**config.mk**
```make
export PLATFORM = sky130hd
export DESIGN_NAME = imem_arbiter
export DESIGN_NICKNAME = d
export VERILOG_FILES = /design/src/rtl/imem_arbiter_pkg.sv /design/src/rtl/sat_counter.sv /design/src/rtl/imem_arbiter.sv
export SDC_FILE = /design/constraint.sdc
export NUM_CORES = 1
export LEC_CHECK = 0
export ABC_AREA = 1
export BUFFER_PORTS_ARGS = -buffer_cell sky130_fd_sc_hd__buf_2
export CORE_AREA = 5 5 78 80
export DETAILED_ROUTE_END_ITERATION = 8
export DIE_AREA = 0 0 83 85
export PLACE_DENSITY = 0.78
export SETUP_SLACK_MARGIN = 0.2
export SLEW_MARGIN = 20
export SYNTH_ARGS = -nofsm -noshare
export SYNTH_HDL_FRONTEND = slang
export SYNTH_HIERARCHICAL = 1
export SYNTH_SLANG_ARGS = --single-unit
```
**constraint.sdc**
```tcl
create_clock -name clk -period 4.3 [get_ports clk]
set_input_delay 0.43 -clock clk [delete_from_list [all_inputs] [get_ports clk]]
set_output_delay 0.43 -clock clk [all_outputs]
set_load 0.05 [all_outputs]
```
**src/rtl/imem_arbiter_pkg.sv**
```systemverilog
// Shared types and defaults for the instruction-memory arbiter.
package imem_arbiter_pkg;

  localparam int IMEM_STARVE_MAX = 4;

  typedef enum logic [1:0] {
    OWN_NONE  = 2'd0,
    OWN_FETCH = 2'd1,
    OWN_LOAD  = 2'd2
  } arb_owner_e;

  typedef enum logic [0:0] {
    ARB    = 1'b0,
    LOCKED = 1'b1
  } arb_state_e;

endpackage

```
**src/rtl/sat_counter.sv**
```systemverilog
// Counter with increment/clear. It either saturates at MAX or, with WRAP set, rolls over.
module sat_counter #(
  parameter int               WIDTH = 4,
  parameter logic [WIDTH-1:0] MAX   = '1,
  parameter bit               WRAP  = 1'b0
) (
  input  logic             clk,
  input  logic             rst_n,
  input  logic             inc,
  input  logic             clr,
  output logic [WIDTH-1:0] cnt
);

  always_ff @(posedge clk or negedge rst_n) begin
    if (!rst_n) begin
      cnt <= '0;
    end else if (clr) begin
      cnt <= '0;
    end else if (inc && (WRAP || (cnt != MAX))) begin
      cnt <= cnt + 1'b1;
    end
  end

endmodule

```
**src/rtl/imem_arbiter.sv**
```systemverilog
// Arbitrates the single-port imem between fetch (default priority) and the loader/debug port.
// Define IMEM_ARB_PERF_EN to add the stall / forced-win performance counters.
module imem_arbiter
  import imem_arbiter_pkg::*;
#(
  parameter int XLEN            = 32,
  parameter int WORD_ADDR_WIDTH = 10,
  parameter int STARVE_MAX      = IMEM_STARVE_MAX
) (
  input  logic                       clk,
  input  logic                       reset,
  input  logic                       f_req,
  input  logic [WORD_ADDR_WIDTH-1:0] f_addr,
  output logic                       f_gnt,
  output logic                       f_rvalid,
  output logic [XLEN-1:0]            f_rdata,
  output logic                       fetch_stall,
  input  logic                       l_req,
  input  logic                       l_we,
  input  logic                       l_lock,
  input  logic [WORD_ADDR_WIDTH-1:0] l_addr,
  input  logic [XLEN-1:0]            l_wdata,
  output logic                       l_gnt,
  output logic                       l_rvalid,
  output logic [XLEN-1:0]            l_rdata,
  output logic                       mem_en,
  output logic                       mem_we,
  output logic [WORD_ADDR_WIDTH-1:0] mem_addr,
  output logic [XLEN-1:0]            mem_wdata,
  input  logic [XLEN-1:0]            mem_rdata,
  output arb_state_e                 dbg_state,
  output logic [3:0]                 dbg_starve_cnt
`ifdef IMEM_ARB_PERF_EN
  ,
  output logic [31:0]                perf_fetch_stall_cnt,
  output logic [31:0]                perf_starve_win_cnt
`endif
);

  // Handshake: a requester holds req (and its address/data) until it sees gnt in the
  // same cycle; a granted read returns data with rvalid exactly one cycle later.

  arb_state_e state_q, state_d;
  arb_owner_e owner_q, owner_d;
  logic [3:0] starve_cnt;
  logic       lock_hold;
  logic       starve_win;

  always_comb begin
    lock_hold   = (state_q == LOCKED) && l_req && l_lock;
    // A forced win only happens under contention; a lone loader request is not "forced".
    starve_win  = !lock_hold && f_req && l_req && (starve_cnt == 4'(STARVE_MAX));
    l_gnt       = reset && l_req && (lock_hold || !f_req || starve_win);
    f_gnt       = reset && f_req && !lock_hold && !starve_win;
    fetch_stall = f_req && !f_gnt;

    mem_en    = f_gnt | l_gnt;
    mem_we    = l_gnt & l_we;
    mem_addr  = l_gnt ? l_addr : f_addr;
    mem_wdata = l_gnt ? l_wdata : '0;

    // The release cycle is arbitrated as ARB above, so the next state only needs the grant.
    state_d = (l_gnt && l_lock) ? LOCKED : ARB;
    if (f_gnt)              owner_d = OWN_FETCH;
    else if (l_gnt && !l_we) owner_d = OWN_LOAD;
    else                    owner_d = OWN_NONE;
  end

  always_ff @(posedge clk or negedge reset) begin
    if (!reset) begin
      state_q <= ARB;
      owner_q <= OWN_NONE;
    end else begin
      state_q <= state_d;
      owner_q <= owner_d;
    end
  end

  sat_counter #(
    .WIDTH (4),
    .MAX   (4'(STARVE_MAX)),
    .WRAP  (1'b0)
  ) u_starve_cnt (
    .clk   (clk),
    .rst_n (reset),
    .inc   (l_req && !l_gnt),
    .clr   (l_gnt || !l_req),
    .cnt   (starve_cnt)
  );

  assign f_rvalid       = (owner_q == OWN_FETCH);
  assign l_rvalid       = (owner_q == OWN_LOAD);
  assign f_rdata        = mem_rdata;
  assign l_rdata        = mem_rdata;
  assign dbg_state      = state_q;
  assign dbg_starve_cnt = starve_cnt;

`ifdef IMEM_ARB_PERF_EN
  sat_counter #(
    .WIDTH (32),
    .MAX   ('1),
    .WRAP  (1'b1)
  ) u_perf_stall (
    .clk   (clk),
    .rst_n (reset),
    .inc   (fetch_stall),
    .clr   (1'b0),
    .cnt   (perf_fetch_stall_cnt)
  );

  sat_counter #(
    .WIDTH (32),
    .MAX   ('1),
    .WRAP  (1'b1)
  ) u_perf_starve (
    .clk   (clk),
    .rst_n (reset),
    .inc   (starve_win && l_gnt),
    .clr   (1'b0),
    .cnt   (perf_starve_win_cnt)
  );
`endif

  a_one_grant: assert property (@(posedge clk) disable iff (!reset) !(f_gnt && l_gnt));
  a_f_gnt_req: assert property (@(posedge clk) disable iff (!reset) f_gnt |-> f_req);
  a_l_gnt_req: assert property (@(posedge clk) disable iff (!reset) l_gnt |-> l_req);

endmodule

```
==> results.md <==
* Post-placement cell count at 338
* Vias in the first global route at 1382
* Clock Tree Buf Depth at 2
* Pwr dens at 201 nW/um^2
* RSZ-0062 raised after global routing: false
* Leading cell type in the layout, fill and taps excluded: buf_2
* Setup crit end: mem_wdata[3]
* # port buffers at 111
* CTS Sinks at 7
* Syn nets at 318
* Syn avg cell area at 6.99 sq um
* Seq/Total Area, Yosys at 0.111
* Final slew viol count at 0
* Hold Buf Count CTS at 0
* WP data required at 3870 ps
* Min-Delay Path Class: input pin to asynchronous set/reset pin
* First-pass GRT wire length at 6490 um
* GP Congestion at 0.776
* Met1 wire length at 1430 um
* Layout cells sized above 1 at 0.563
* Largest net degree at the start of global routing at 48
* Non-Filler Instances at 342
* Met3 wire len at 546 um
* Comb pwr share at 0.532
* Final period utilization at 0.713
* Die height at 85 um
* Initial antenna violation count at 0
* Initial drt markers at 48
* Setup bufs post-CTS at 0
* Clock share of power at 0.259
* R2r endpoint: u_starve_cnt/cnt[0]$_DFFE_PN0P_
* Drt wl/cell at 11.9 um
* Rows at 27
* Reg power frac at 0.209
* Sw Ratio at 0.471
* Post-Syn Instances at 226
* Final nets at 363
* Post-place instance area at 1670 sq um
* Worst Path Arrival at 2640 ps
* Syn Std Cell Area at 1580 sq um
* Dpl hpwl at 3490 um
* Clock root cell: clkbuf_8
* Yosys reg bits at 7
* NetSw at 0.162 mW
* Antenna viol nets, final at 0
* Total GRT Usage at 0.110
* Reg2reg path depth at 11
* Max Freq at 326 MHz
* Resized Gates After CTS at 0
* H-tree depth at 1
* Min Clock Period, post-route at 3070 ps
* DR DRC count at 0
* Via density at 4.01
* Setup violators final at 0
* Worst-Margin Slew at 1020 ps
* N_diodes at 0
* Crit path from: u_starve_cnt/cnt[2]$_DFFE_PN0P_
* Clock slew at reported path FFs at 40 ps
* Synth unique cells at 21
* Drt first pass iters at 4
* I/O pin count at 208
* CTS Buf Count at 3
* Flop2flop setup slack at 1660 ps
* Commonest non-fill, non-tap cells in the layout: buf_2 (111), inv_1 (47), nor2_4 (29)
* Routed WL at 4080 um
* Slew HR at 0.319
* Top routing layer in use: met4
* CP endpoint kind: output port
* Initial Utilization at 0.296
* Critical R2R Launch: u_starve_cnt/cnt[2]$_DFFE_PN0P_
* Setup WS post-layout at 1230 ps
* Fin area at 1710 sq um
* Worst Clk Skew at 0.369 ps
* Status: completed
* Layout Utilization at 0.321
* Place WS at 1390 ps
* Maxcap violations at 0
* Die X at 83 um
* CTS tree: yes
* Internal power at 0.182 mW
* Area delta synth->final at 8.56%
* DIE AREA at 7060 sq um
* Met2 wire len at 1940 um
* Final Hold Vio Count at 0
* Syn. warnings at 6
* Total core area at 5340 sq um
* Startpoint types: flop
* Total negative setup slack at 0 ps
* Leak Pwr at 1.12 nW
* Max VDD drop at 0.0890 mV
* Clk Latency, worst-skew pair at 220 ps
* CP Max Fanout at 47
* Gr ovfl total at 0
* Vias after detailed routing at 1372
* CP Class: flop to output port
through the flow:
stage | power (mW) | hold slack, ps
detailed placement | 0.258 | 279
CTS | 0.350 | 40.6
global placement | 0.254 | 277
global route | 0.365 | 55.8
finish | 0.344 | 42.7
floorplan | 0.366 | 134
registers in the layout, summed over array words and instances (netlist names):
signal,count
dbg_state,1
u_starve_cnt/cnt,4
owner_q,2
cell usage after synthesis (all sizes together):
cell	count	area share
inv	50	0.12
dfrtp	7	0.11
a21oi	1	0.0032
nand4	2	0.0079
o21ai	4	0.017
clkbuf	1	0.0024
ha	2	0.016
nand2	30	0.076
nor2	42	0.24
buf	70	0.35
nand3	17	0.057
cell families after synthesis:
group / Yosys count / synth area share
compound gates: 5 / 0.0206
fa+ha+maj: 2 / 0.0158
buf+inv: 121 / 0.474
flops: 7 / 0.111
simple gates: 91 / 0.379
worst min path at each step:
stage / slack, ps / cells after the start / endpoint / from
global route: 60 / 1 / u_starve_cnt/cnt[0]$_DFFE_PN0P_ / reset
detailed placement: 280 / 1 / owner_q[1]$_DFF_PN0_ / reset
floorplan: 130 / 0 / dbg_state$_DFF_PN0_ / reset
finish: 40 / 1 / owner_q[1]$_DFF_PN0_ / reset
global placement: 280 / 1 / owner_q[0]$_DFF_PN0_ / reset
CTS: 40 / 1 / u_starve_cnt/cnt[0]$_DFFE_PN0P_ / reset
worst max-delay path: stages, from the launching register on:
cell and delay (ps):
dfrtp_1 450, inv_1 60, nor2_1 80, nand2_1 60, o21ai_2 480, nand2_4 660
nor2_4 260, buf_2 290
power groups by stage:
stage	logic (mW)	clock network (mW)	registers, mW
2_1_floorplan	0.288	0	0.0781
3_3_place_gp	0.182	0	0.0725
3_5_place_dp	0.185	0	0.0726
4_1_cts	0.186	0.0926	0.0717
5_1_grt	0.197	0.0957	0.0722
6_report	0.183	0.0889	0.0719
area by class of cell:
class	instances	area [sq um]
fillers	575	3620
clock buffers	4	45.0
flip-flops and latches	7	175
multi-input cells	98	661
well taps	72	90.1
repair buffers	111	556
inverters	50	188
routing by layer:
| metal | track usage | up-vias |
|---|---|---|
| met5 | 0 | - |
| met4 | 0.0609 | 0 |
| met3 | 0.0456 | 28 |
| met2 | 0.190 | 98 |
| met1 | 0.112 | 571 |
| li1 | - | 675 |
No activity file was read; power rests on OpenSTA's default activity.
